===== config.mk =====
export PLATFORM = sky130hd
export DESIGN_NAME = bp_be_dep_tracker
export DESIGN_NICKNAME = d
export VERILOG_FILES = /design/src/rtl/bp_be_pkg.sv /design/src/rtl/bp_be_scoreboard_cnt.sv /design/src/rtl/bp_be_dep_tracker.sv
export SDC_FILE = /design/constraint.sdc
export NUM_CORES = 1
export LEC_CHECK = 0
export CORE_ASPECT_RATIO = 2
export CORE_MARGIN = 3
export CORE_UTILIZATION = 45
export CTS_BUF_LIST = sky130_fd_sc_hd__clkbuf_8 sky130_fd_sc_hd__clkbuf_16
export CTS_CLUSTER_SIZE = 10
export DETAILED_ROUTE_END_ITERATION = 8
export PLACE_DENSITY = 0.69
export SETUP_SLACK_MARGIN = 0.02
export SYNTH_ARGS = -nofsm -noshare
export SYNTH_HDL_FRONTEND = slang
export SYNTH_SLANG_ARGS = --single-unit

===== constraint.sdc =====
create_clock -name clk_i -period 3.1 [get_ports clk_i]
set_clock_uncertainty 0.05 [all_clocks]
set_input_delay 0.62 -clock clk_i [delete_from_list [all_inputs] [get_ports clk_i]]
set_output_delay 0.62 -clock clk_i [all_outputs]
set_load 0.05 [all_outputs]

===== src/rtl/bp_be_pkg.sv =====
`default_nettype none
// ============================================================================
// Module     : bp_be_pkg
// Purpose    : Shared types and constants for the BE dependency tracker.
//              The dependency-pipe entry type depends on the register address
//              width and the FU-class width. A package cannot take parameters,
//              so the struct is declared through a macro that is expanded
//              inside each user module.
// Ports      : none (package)
// Revision   : 1.0 - initial release
// ============================================================================

`ifndef BP_BE_PKG_SV
`define BP_BE_PKG_SV

// Declares bp_be_dep_entry_s in the enclosing scope: {v, fu, rd_addr}
`define BP_BE_DEP_ENTRY_DECLARE(addr_width_mp, fu_width_mp) \
    typedef struct packed {                                 \
        logic                     v;                        \
        logic [fu_width_mp-1:0]   fu;                       \
        logic [addr_width_mp-1:0] rd_addr;                  \
    } bp_be_dep_entry_s;

package bp_be_pkg;

    // Width of one per-FU ready-stage field
    localparam int dep_ready_stage_width_gp = 4;

    // Default per-FU forwarding stage, FU0 in the LSBs
    localparam logic [15:0] dep_fu_ready_stage_default_gp = {4'd0, 4'd3, 4'd2, 4'd1};

    // FU-class index width; never zero so that one-FU configs stay legal
    function automatic int fu_width_f(input int num_fu);
        return (num_fu > 1) ? $clog2(num_fu) : 1;
    endfunction

endpackage

`endif
`default_nettype wire


===== src/rtl/bp_be_scoreboard_cnt.sv =====
`default_nettype none
// ============================================================================
// Module     : bp_be_scoreboard_cnt
// Purpose    : Per-register outstanding late-write counters. Each score
//              increments and each clear decrements the addressed counter. A
//              score and a clear to the same address in one cycle cancel.
//              The counters expose num_lookup_p read ports that report a
//              nonzero count, and a saturation flag on the last port, which
//              carries the destination address.
// Ports      : clk_i, reset_i           - clock, sync active-high reset
//              score_v_i/score_addr_i   - increment request
//              clear_v_i/clear_addr_i   - decrement request
//              lookup_addr_i            - packed lookup addresses, port 0 in LSBs
//              lookup_busy_o            - counter[addr] != 0 per port
//              rd_full_o                - last port's counter is saturated
// Revision   : 1.0 - initial release
// ============================================================================
module bp_be_scoreboard_cnt
    import bp_be_pkg::*;
#(
    parameter int reg_addr_width_p     = 5,
    parameter int num_lookup_p         = 4,
    parameter int cnt_width_p          = 2,
    parameter int zero_reg_hardwired_p = 1
) (
    input  logic                                   clk_i,
    input  logic                                   reset_i,
    input  logic                                   score_v_i,
    input  logic [reg_addr_width_p-1:0]            score_addr_i,
    input  logic                                   clear_v_i,
    input  logic [reg_addr_width_p-1:0]            clear_addr_i,
    input  logic [num_lookup_p*reg_addr_width_p-1:0] lookup_addr_i,
    output logic [num_lookup_p-1:0]                lookup_busy_o,
    output logic                                   rd_full_o
);

    localparam int                     num_regs_lp = 1 << reg_addr_width_p;
    localparam logic [cnt_width_p-1:0] cnt_max_lp  = '1;

    logic [num_regs_lp*cnt_width_p-1:0] cnt_flat;
    logic                               score_en;
    logic                               clear_en;
    logic                               same_addr;

    // With a hardwired zero register, x0 is never scored or cleared
    assign score_en  = score_v_i & ~((zero_reg_hardwired_p != 0) && (score_addr_i == '0));
    assign clear_en  = clear_v_i & ~((zero_reg_hardwired_p != 0) && (clear_addr_i == '0));
    assign same_addr = score_en & clear_en & (score_addr_i == clear_addr_i);

    for (genvar r = 0; r < num_regs_lp; r++) begin : g_cnt
        logic [cnt_width_p-1:0] cnt;
        logic                   inc;
        logic                   dec;

        // Saturated score and empty clear are dropped (and flagged below)
        assign inc = score_en & ~same_addr & (score_addr_i == reg_addr_width_p'(r))
                   & (cnt != cnt_max_lp);
        assign dec = clear_en & ~same_addr & (clear_addr_i == reg_addr_width_p'(r))
                   & (cnt != '0);

        always_ff @(posedge clk_i) begin
            if (reset_i) begin
                cnt <= '0;
            end else if (inc) begin
                cnt <= cnt + 1'b1;
            end else if (dec) begin
                cnt <= cnt - 1'b1;
            end
        end

        assign cnt_flat[r*cnt_width_p +: cnt_width_p] = cnt;
    end

    for (genvar p = 0; p < num_lookup_p; p++) begin : g_lookup
        logic [reg_addr_width_p-1:0] addr;
        assign addr             = lookup_addr_i[p*reg_addr_width_p +: reg_addr_width_p];
        assign lookup_busy_o[p] = (cnt_flat[int'(addr)*cnt_width_p +: cnt_width_p] != '0);
    end

    logic [reg_addr_width_p-1:0] rd_lookup_addr;
    assign rd_lookup_addr = lookup_addr_i[(num_lookup_p-1)*reg_addr_width_p +: reg_addr_width_p];
    assign rd_full_o      = (cnt_flat[int'(rd_lookup_addr)*cnt_width_p +: cnt_width_p] == cnt_max_lp);

    logic [cnt_width_p-1:0] score_cnt;
    logic [cnt_width_p-1:0] clear_cnt;
    assign score_cnt = cnt_flat[int'(score_addr_i)*cnt_width_p +: cnt_width_p];
    assign clear_cnt = cnt_flat[int'(clear_addr_i)*cnt_width_p +: cnt_width_p];

    a_no_clear_empty: assert property (@(posedge clk_i) disable iff (reset_i)
        !(clear_en && !same_addr && (clear_cnt == '0)));
    a_no_score_full: assert property (@(posedge clk_i) disable iff (reset_i)
        !(score_en && !same_addr && (score_cnt == cnt_max_lp)));

endmodule
`default_nettype wire


===== src/rtl/bp_be_dep_tracker.sv =====
`default_nettype none
// ============================================================================
// Module     : bp_be_dep_tracker
// Purpose    : Dependency tracker for one register class.
//              - A depth_p-stage pipe of in-flight destinations, with
//                per-FU forwarding readiness.
//              - A late-writeback scoreboard.
//              - Flush of the youngest stages.
//              - A saturating stall counter.
//              All hazard outputs are combinational from the issue inputs
//              and the current state.
// Ports      : clk_i/reset_i           - clock, sync active-high reset
//              issue_*                 - instruction in ISD (sources, dest)
//              dispatch_*              - instruction entering EX1
//              score_*/clear_*         - late writeback score / completion
//              flush_i                 - kill youngest flush_depth_p stages
//              stall_cnt_clr_i         - clear stall counter
//              raw_haz_o/waw_haz_o/sb_full_o/haz_o - hazard outputs
//              stall_cnt_o             - saturating stalled-issue count
// Revision   : 1.0 - initial release
// ============================================================================
module bp_be_dep_tracker
    import bp_be_pkg::*;
#(
    parameter int                    reg_addr_width_p     = 5,
    parameter int                    num_rs_p             = 3,
    parameter int                    depth_p              = 4,
    parameter int                    num_fu_p             = 4,
    parameter logic [num_fu_p*4-1:0] fu_ready_stage_p     = dep_fu_ready_stage_default_gp,
    parameter int                    zero_reg_hardwired_p = 1,
    parameter int                    sb_cnt_width_p       = 2,
    parameter int                    flush_depth_p        = 2,
    parameter int                    stall_cnt_width_p    = 16,
    localparam int                   fu_width_lp          = fu_width_f(num_fu_p)
) (
    input  logic                                 clk_i,
    input  logic                                 reset_i,
    input  logic                                 issue_v_i,
    input  logic [num_rs_p-1:0]                  issue_rs_v_i,
    input  logic [num_rs_p*reg_addr_width_p-1:0] issue_rs_addr_i,
    input  logic                                 issue_rd_v_i,
    input  logic [reg_addr_width_p-1:0]          issue_rd_addr_i,
    input  logic                                 dispatch_v_i,
    input  logic [fu_width_lp-1:0]               dispatch_fu_i,
    input  logic                                 dispatch_rd_w_v_i,
    input  logic [reg_addr_width_p-1:0]          dispatch_rd_addr_i,
    input  logic                                 dispatch_late_i,
    input  logic                                 score_v_i,
    input  logic [reg_addr_width_p-1:0]          score_rd_i,
    input  logic                                 clear_v_i,
    input  logic [reg_addr_width_p-1:0]          clear_rd_i,
    input  logic                                 flush_i,
    input  logic                                 stall_cnt_clr_i,
    output logic [num_rs_p-1:0]                  raw_haz_o,
    output logic                                 waw_haz_o,
    output logic                                 sb_full_o,
    output logic                                 haz_o,
    output logic [stall_cnt_width_p-1:0]         stall_cnt_o
);

    `BP_BE_DEP_ENTRY_DECLARE(reg_addr_width_p, fu_width_lp)

    bp_be_dep_entry_s [depth_p-1:0] stage_r;
    bp_be_dep_entry_s [depth_p-1:0] stage_n;
    bp_be_dep_entry_s               dispatch_entry;

    // First stage from which an FU's result can be forwarded
    function automatic int ready_stage(input logic [fu_width_lp-1:0] fu);
        if (int'(fu) >= num_fu_p) begin
            return 0;
        end
        return int'(fu_ready_stage_p[int'(fu)*dep_ready_stage_width_gp +: dep_ready_stage_width_gp]);
    endfunction

    function automatic logic is_zero_masked(input logic [reg_addr_width_p-1:0] addr);
        return (zero_reg_hardwired_p != 0) && (addr == '0);
    endfunction

    // ---------------- Pipe ----------------
    // Late writebacks go to the scoreboard instead of the pipe
    always_comb begin
        dispatch_entry.v       = dispatch_v_i & dispatch_rd_w_v_i & ~dispatch_late_i
                               & ~is_zero_masked(dispatch_rd_addr_i);
        dispatch_entry.fu      = dispatch_fu_i;
        dispatch_entry.rd_addr = dispatch_rd_addr_i;
    end

    // On a flush, stages 0..flush_depth_p-1 are killed. Stage flush_depth_p
    // would receive a killed entry, so it ends up empty as well; that also
    // covers the discarded dispatch when flush_depth_p is 0.
    always_comb begin
        stage_n[0] = dispatch_entry;
        for (int i = 1; i < depth_p; i++) begin
            stage_n[i] = stage_r[i-1];
        end
        if (flush_i) begin
            for (int i = 0; i < depth_p; i++) begin
                if (i <= flush_depth_p) begin
                    stage_n[i] = '0;
                end
            end
        end
    end

    always_ff @(posedge clk_i) begin
        if (reset_i) begin
            stage_r <= '0;
        end else begin
            stage_r <= stage_n;
        end
    end

    // ---------------- Scoreboard ----------------
    logic                                     late_disp;
    logic                                     late_score;
    logic                                     sb_score_v;
    logic [reg_addr_width_p-1:0]              sb_score_addr;
    logic [(num_rs_p+1)*reg_addr_width_p-1:0] sb_lookup_addr;
    logic [num_rs_p:0]                        sb_busy;
    logic                                     sb_rd_full;

    assign late_disp     = dispatch_v_i & dispatch_rd_w_v_i & dispatch_late_i;
    assign late_score    = late_disp & ~flush_i;
    assign sb_score_v    = late_score | score_v_i;
    assign sb_score_addr = late_score ? dispatch_rd_addr_i : score_rd_i;
    // The destination goes on the last lookup port
    assign sb_lookup_addr = {issue_rd_addr_i, issue_rs_addr_i};

    bp_be_scoreboard_cnt #(
        .reg_addr_width_p     (reg_addr_width_p),
        .num_lookup_p         (num_rs_p + 1),
        .cnt_width_p          (sb_cnt_width_p),
        .zero_reg_hardwired_p (zero_reg_hardwired_p)
    ) u_sb (
        .clk_i         (clk_i),
        .reset_i       (reset_i),
        .score_v_i     (sb_score_v),
        .score_addr_i  (sb_score_addr),
        .clear_v_i     (clear_v_i),
        .clear_addr_i  (clear_rd_i),
        .lookup_addr_i (sb_lookup_addr),
        .lookup_busy_o (sb_busy),
        .rd_full_o     (sb_rd_full)
    );

    a_one_score_source: assert property (@(posedge clk_i) disable iff (reset_i)
        !(late_disp && score_v_i));

    // ---------------- Hazards ----------------
    always_comb begin
        raw_haz_o = '0;
        for (int j = 0; j < num_rs_p; j++) begin
            logic [reg_addr_width_p-1:0] rs;
            logic                        pipe_hit;
            rs       = issue_rs_addr_i[j*reg_addr_width_p +: reg_addr_width_p];
            pipe_hit = 1'b0;
            for (int s = 0; s < depth_p; s++) begin
                if (stage_r[s].v && (stage_r[s].rd_addr == rs)
                    && (s < ready_stage(stage_r[s].fu))) begin
                    pipe_hit = 1'b1;
                end
            end
            raw_haz_o[j] = issue_v_i & issue_rs_v_i[j] & ~is_zero_masked(rs)
                         & (pipe_hit | sb_busy[j]);
        end
    end

    logic rd_chk;
    assign rd_chk    = issue_v_i & issue_rd_v_i & ~is_zero_masked(issue_rd_addr_i);
    assign waw_haz_o = rd_chk & sb_busy[num_rs_p];
    assign sb_full_o = rd_chk & sb_rd_full;
    assign haz_o     = (|raw_haz_o) | waw_haz_o | sb_full_o;

    // ---------------- Stall counter ----------------
    always_ff @(posedge clk_i) begin
        if (reset_i) begin
            stall_cnt_o <= '0;
        end else if (stall_cnt_clr_i) begin
            stall_cnt_o <= '0;
        end else if (issue_v_i && haz_o && (stall_cnt_o != '1)) begin
            stall_cnt_o <= stall_cnt_o + 1'b1;
        end
    end

endmodule
`default_nettype wire


### Word-level counts from Yosys, hierarchy flattened

Cells that the tools add are included.
Widths: inputs -> output; s select.

* flip-flop bits (word level): 112
* logic and storage cells: 580

* muxes and demuxes: 77
* bitwise logic cells: 168
* reductions and logical operators: 104
* $add $sub $neg: 65
* shift operators: 8
* order comparisons: 4
* eq/ne operators: 109

Operators by type and width (number)
* $shiftx 64x7->2: 4
* $eq 5x5->1 const B: 32
* $and 1x1->1: 152
* $reduce_bool 2->1: 68
* $mux 2: 64
* $eq 5x4->1 const B: 16
* $eq 5x5->1: 13
* $add 2x1->2 const B: 32
* $ne 2x2->1 const B: 32
* $shiftx 16x5->4 const A: 4
* $sub 2x1->2 const B: 32
* $eq 5x3->1 const B: 8
* $logic_not 5->1: 7
* $logic_and 1x1->1: 26
* $eq 5x2->1 const B: 4
* $add 16x1->16 const B: 1
* $ne 16x16->1 const B: 1
* $mux 1: 12
* $eq 5x1->1 const B: 2
* $not 1->1: 10
* $lt 1x4->1 const A: 2
* $lt 2x4->1 const A: 2
* $or 1x1->1: 6
* $mux 5: 1
* 3 further kinds: 4

### Depth between registers and ports, before layout

* depth in word-level cells: 15
* gate-level depth with buffers: 12
* gate-level depth less buffers: 9

### Hierarchy

Synthesis repeated with hierarchy kept, for this count alone.

* cell total of the unflattened synthesis: 903
* area, all modules: 7597.3 um^2

Modules (own cells, without submodules)
* bp_be_scoreboard_cnt: area an instance 5348.9 um^2, cells each 658, instances 1
* bp_be_dep_tracker: area an instance 2248.4 um^2, cells each 245, instances 1

### Least setup slack after synthesis

OpenSTA, ideal clock, no wires.

* path kind: input to output
* start: input port issue_rd_addr_i[2]
* end: output port haz_o
* arrival time: 3157 ps
* data required time: 2430 ps
* stages: 8
* slack: -727 ps
* cell sequence: buf_2 -> buf_2 -> mux4_2 -> mux4_2 -> mux2i_1 -> o21ai_1 -> a211oi_4 -> nand2_1

* longest elaborated chain between the ends: 6

Ends and longest elaborated chain
* from (decl): line bp_be_dep_tracker.sv:42 `input logic [reg_addr_width_p-1:0] issue_rd_addr_i,`
* branches (longest 3 deep; another with $shiftx 64x7->2)
* $and 1x1->1 *: line bp_be_dep_tracker.sv:170 `assign waw_haz_o = rd_chk & sb_busy[num_rs_p];`
* named net waw_haz_o: line bp_be_dep_tracker.sv:55 `output logic waw_haz_o,`
* $or 1x1->1 * (2 in series): line bp_be_dep_tracker.sv:172 `assign haz_o = (|raw_haz_o) | waw_haz_o | sb_full_o;`
* to (decl): line bp_be_dep_tracker.sv:57 `output logic haz_o,`

Mark *: on every way through the listed nets, which the timed path passes.

### Worst setup path after layout

* start: input port issue_rs_addr_i[2]
* end: output port haz_o

* longest elaborated chain between the ends: 12

Ends and longest elaborated chain
* from (decl): line bp_be_dep_tracker.sv:40 `input logic [num_rs_p*reg_addr_width_p-1:0] issue_rs_addr_i,`
* branches (longest 8 deep; another with $shiftx 64x7->2)
* $and 1x1->1 *: line bp_be_dep_tracker.sv:164 `& (pipe_hit | sb_busy[j]);`
* $reduce_or 3->1 *: line bp_be_dep_tracker.sv:172
* $or 1x1->1 * (2 in series): line bp_be_dep_tracker.sv:172

Every way passes the cells marked *.

==> impl_metrics.csv <==
group,metric,value,unit
timing,fin_crit,3.31,ns
critical_path,end_kind,"output port",
critical_path,start_kind,"primary input",
timing,hold_violations,0,
hold_path,worstHoldPathCells,1,
yosys,synth_area_leaders,"dfxtp_1 30%, mux4_2 12%, nor2_1 5.7%",
floorplanning,initial_core_util,45.9,%
critical_path,r2r_start,"u_sb.g_cnt[3].cnt[1]$_SDFFE_PP0P_",
placement,dp_slack,-0.802,ns
critical_path,r2r_slack,0.16,ns
yosys,synth_flop_cell,"dfxtp_1",
critical_path,max_stage_delay,0.51,ns
pwr,peakVddDrop,0.230,mV
drt,via_per_inst,6.28,
placement,dp_hpwl,19800,um
grt,grt_pass1_vias,7878,
yosys,ys_types,63,
yosys,yosys_warnings,0,
floorplanning,placementRows,64,
drt,post_drt_wl_per_cell,21.3,um
clock_tree,clkLatencyLatePin,0.36,ns
yosys,ys_async_sr_fraction,0,%
final_layout,finish.utilization,65.8,%
timing,worst_slack,-0.214,ns
status,violations,"negative setup slack",
placement,port_buffers,72,
yosys,synthCells,838,
clock_tree,htree_levels,3,
run,cap_violations,0,
grt,grt_max_degree,64,
timing,holdWs,0.407,ns
grt,antenna_found_initial,0,
placement,dpl_cell_area,8980,sq um
critical_path,crit_path_cell_trace,"buf_6 -> buf_6 -> or4_4 -> o211ai_1 -> buf_4 -> nor4_4 -> a211o_4 -> a211oi_4 -> nand2_4 -> buf_8",
placement,gp_congestion,1.01,
yosys,avgSynthCellArea,8.37,sq um
clock_tree,cts_tree,"built",
drt,wirelength,26700,um
clock_tree,clockBufferDepth,2,
drt,num_vias,7859,
critical_path,crit_required,2.43,ns
hold_path,whs_endpoint,"stage_r[13]$_SDFF_PP0_",
final_layout,finalNetCount,1101,
timing,finalSetupViolCount,4,
drt,drt_iter0_drc,493,
yosys,synth.yosys.seq_area_share,29.7,%
yosys,syn_area,7020,sq um
floorplanning,die_h,183,um
critical_path,arrival,2.64,ns
timing,fin_crit_sh,107,%
yosys,synth-edff-count,0,
final_layout,final_area,10100,sq um
drt,dr.pass1.iters,5,
drt,ant_nets,0,
status,status,"finished, violations left",
clock_tree,cts.sinks,104,
floorplanning,chipWidth,94.3,um
drt,drc_errors,0,
critical_path,cp_common_cell,"buf_6",
critical_path,timing.rr.end,"stall_cnt_o[8]$_SDFFE_PP0P_",
pwr,p_per_area,318,nW/um^2
timing,slew_violations,0,
floorplanning,io_pins,73,
grt,grt_overflow,0,
grt,grt_pass1_wl,40500,um
critical_path,reg2reg_depth,11,
clock_tree,numCtsBuffers,9,
hold_path,hold_path.class,"reg2reg",
final_layout,final_common_cell,"buf_4",
pwr,total_power,0.00320,W
critical_path,crit_type,"in2out",
final_layout,area_delta_synth_final,43.5,%
clock_tree,path_clk_slew,0.06,ns
floorplanning,core,15300,sq um
critical_path,cp_slowest_cell,"or4_4",
timing,slew_headroom,58.6,%
yosys,synth_seq_cells,104,
timing,clock.fmax,0.302,GHz
timing,tightest_slew,0.617,ns
yosys,synth_area_leader_cell,"dfxtp_1",
final_layout,num_antenna_cells,0,
final_layout,final_cell_mix,"151 x buf_4, 99 x nor2_1, 98 x dfxtp_1",
grt,track_usage,30.7,%
critical_path,cp_max_fo,3,
floorplanning,die_area,17200,sq um
yosys,syn_nets,890,
clock_tree,ctsRootBufferMaster,"clkbuf_16",
pwr,p_leak,3.68,nW
timing,rsz0062_at_grt,"yes",
yosys,netlist.area_leader.share,29.7,%
hold_path,hold_start,"stage_r[5]$_SDFF_PP0_",
final_layout,drive_gt1_share,31.1,%
==> report_power, final <==
part	total [W]	internal (W)	switching, W
Clock	0.00110	0.000564	0.000532
Combinational	0.000737	0.000353	0.000384
Sequential	0.00136	0.00135	0.0000161
Total	0.00320	0.00227	0.000932
==> worst max path at each step <==
| stage | startpoint | end | cells after the start |
|---|---|---|---|
| after global placement | issue_rs_addr_i[10] | stall_cnt_o[13]$_SDFFE_PP0P_ | 11 |
| after detailed placement | issue_rs_addr_i[10] | stall_cnt_o[13]$_SDFFE_PP0P_ | 11 |
| after global routing | issue_rs_addr_i[14] | haz_o | 11 |
| final | issue_rs_addr_i[2] | haz_o | 10 |
| after CTS | issue_rd_addr_i[0] | haz_o | 11 |
| after floorplan | issue_rd_addr_i[0] | haz_o | 7 |
==> synthesized netlist by cell type (all sizes together), types with 4 or more instances <==
library cell / n
mux2i: 14
or3: 5
dfxtp: 104
nor2b: 8
o21ai: 70
nand2b: 6
clkbuf: 31
and2: 31
nor3: 29
o32ai: 15
nand4: 10
a31oi: 12
o211ai: 6
nor4: 9
nand2: 50
a211o: 5
a21oi: 48
a311oi: 16
xnor2: 28
a211oi: 39
nand3: 28
nand3b: 4
xor2: 26
a31o: 7
inv: 21
o22ai: 4
nor2: 106
buf: 20
or2: 5
a2111oi: 6
or4: 4
mux4: 36
and3: 10
==> flip-flops by register name, indices dropped and copies added, names as in the netlist <==
| register | flops |
|---|---|
| u_sb.g_cnt.cnt | 64 |
| stage_n | 8 |
| stage_r | 16 |
| stall_cnt_o | 16 |
==> worst max-delay path, delay by kind of cell <==
kind | cells | cell delay (ns)
buffers and inverters | 4 | 0.55
AOI/OAI and AO/OA | 3 | 0.83
and+or+nand+nor | 3 | 0.65
==> timing repair <==
item | CTS | global route
gates resized for setup | 112 | 53
pin swaps | 27 | 19
hold buffers | 0 | 0
endpoints found under the setup margin | 40 | 76
gates cloned | 1 | 0
setup buffers | 30 | 8
==> final cells by class <==
cell class / count / area [sq um]
clock buffers: 10 / 239
clock inverters: 6 / 37.5
fillers: 1241 / 5230
inverters: 22 / 85.1
multi-input cells: 661 / 5040
flip-flops and latches: 104 / 2090
well taps: 198 / 248
repair buffers: 251 / 2330
==> routing by layer <==
layer	track usage, %	wire (um)	up-vias
met5	0.309	0	-
met4	24.9	2430	0
met3	4.99	1480	162
met2	55.4	14100	379
met1	29.4	8640	3764
li1	-	-	3554
==> kinds of logic after synthesis <==
| family | share of synthesized area [%] |
|---|---|
| xor+xnor | 6.74 |
| mux | 13.9 |
| fa+ha+maj | 0.178 |
| compound gates | 23.3 |
| flops | 29.7 |
| buf+inv | 4.32 |
| simple gates | 21.9 |
==> through the flow <==
stage / TNS [ns] / cells
after floorplan: -0.171 / 838
after global placement: -28.30 / 1199
after detailed placement: -31.28 / 1199
after CTS: -0.408 / 1246
after global routing: -0.606 / 1252
final: -0.379 / 1252
No activity file was read; power rests on OpenSTA's default activity.
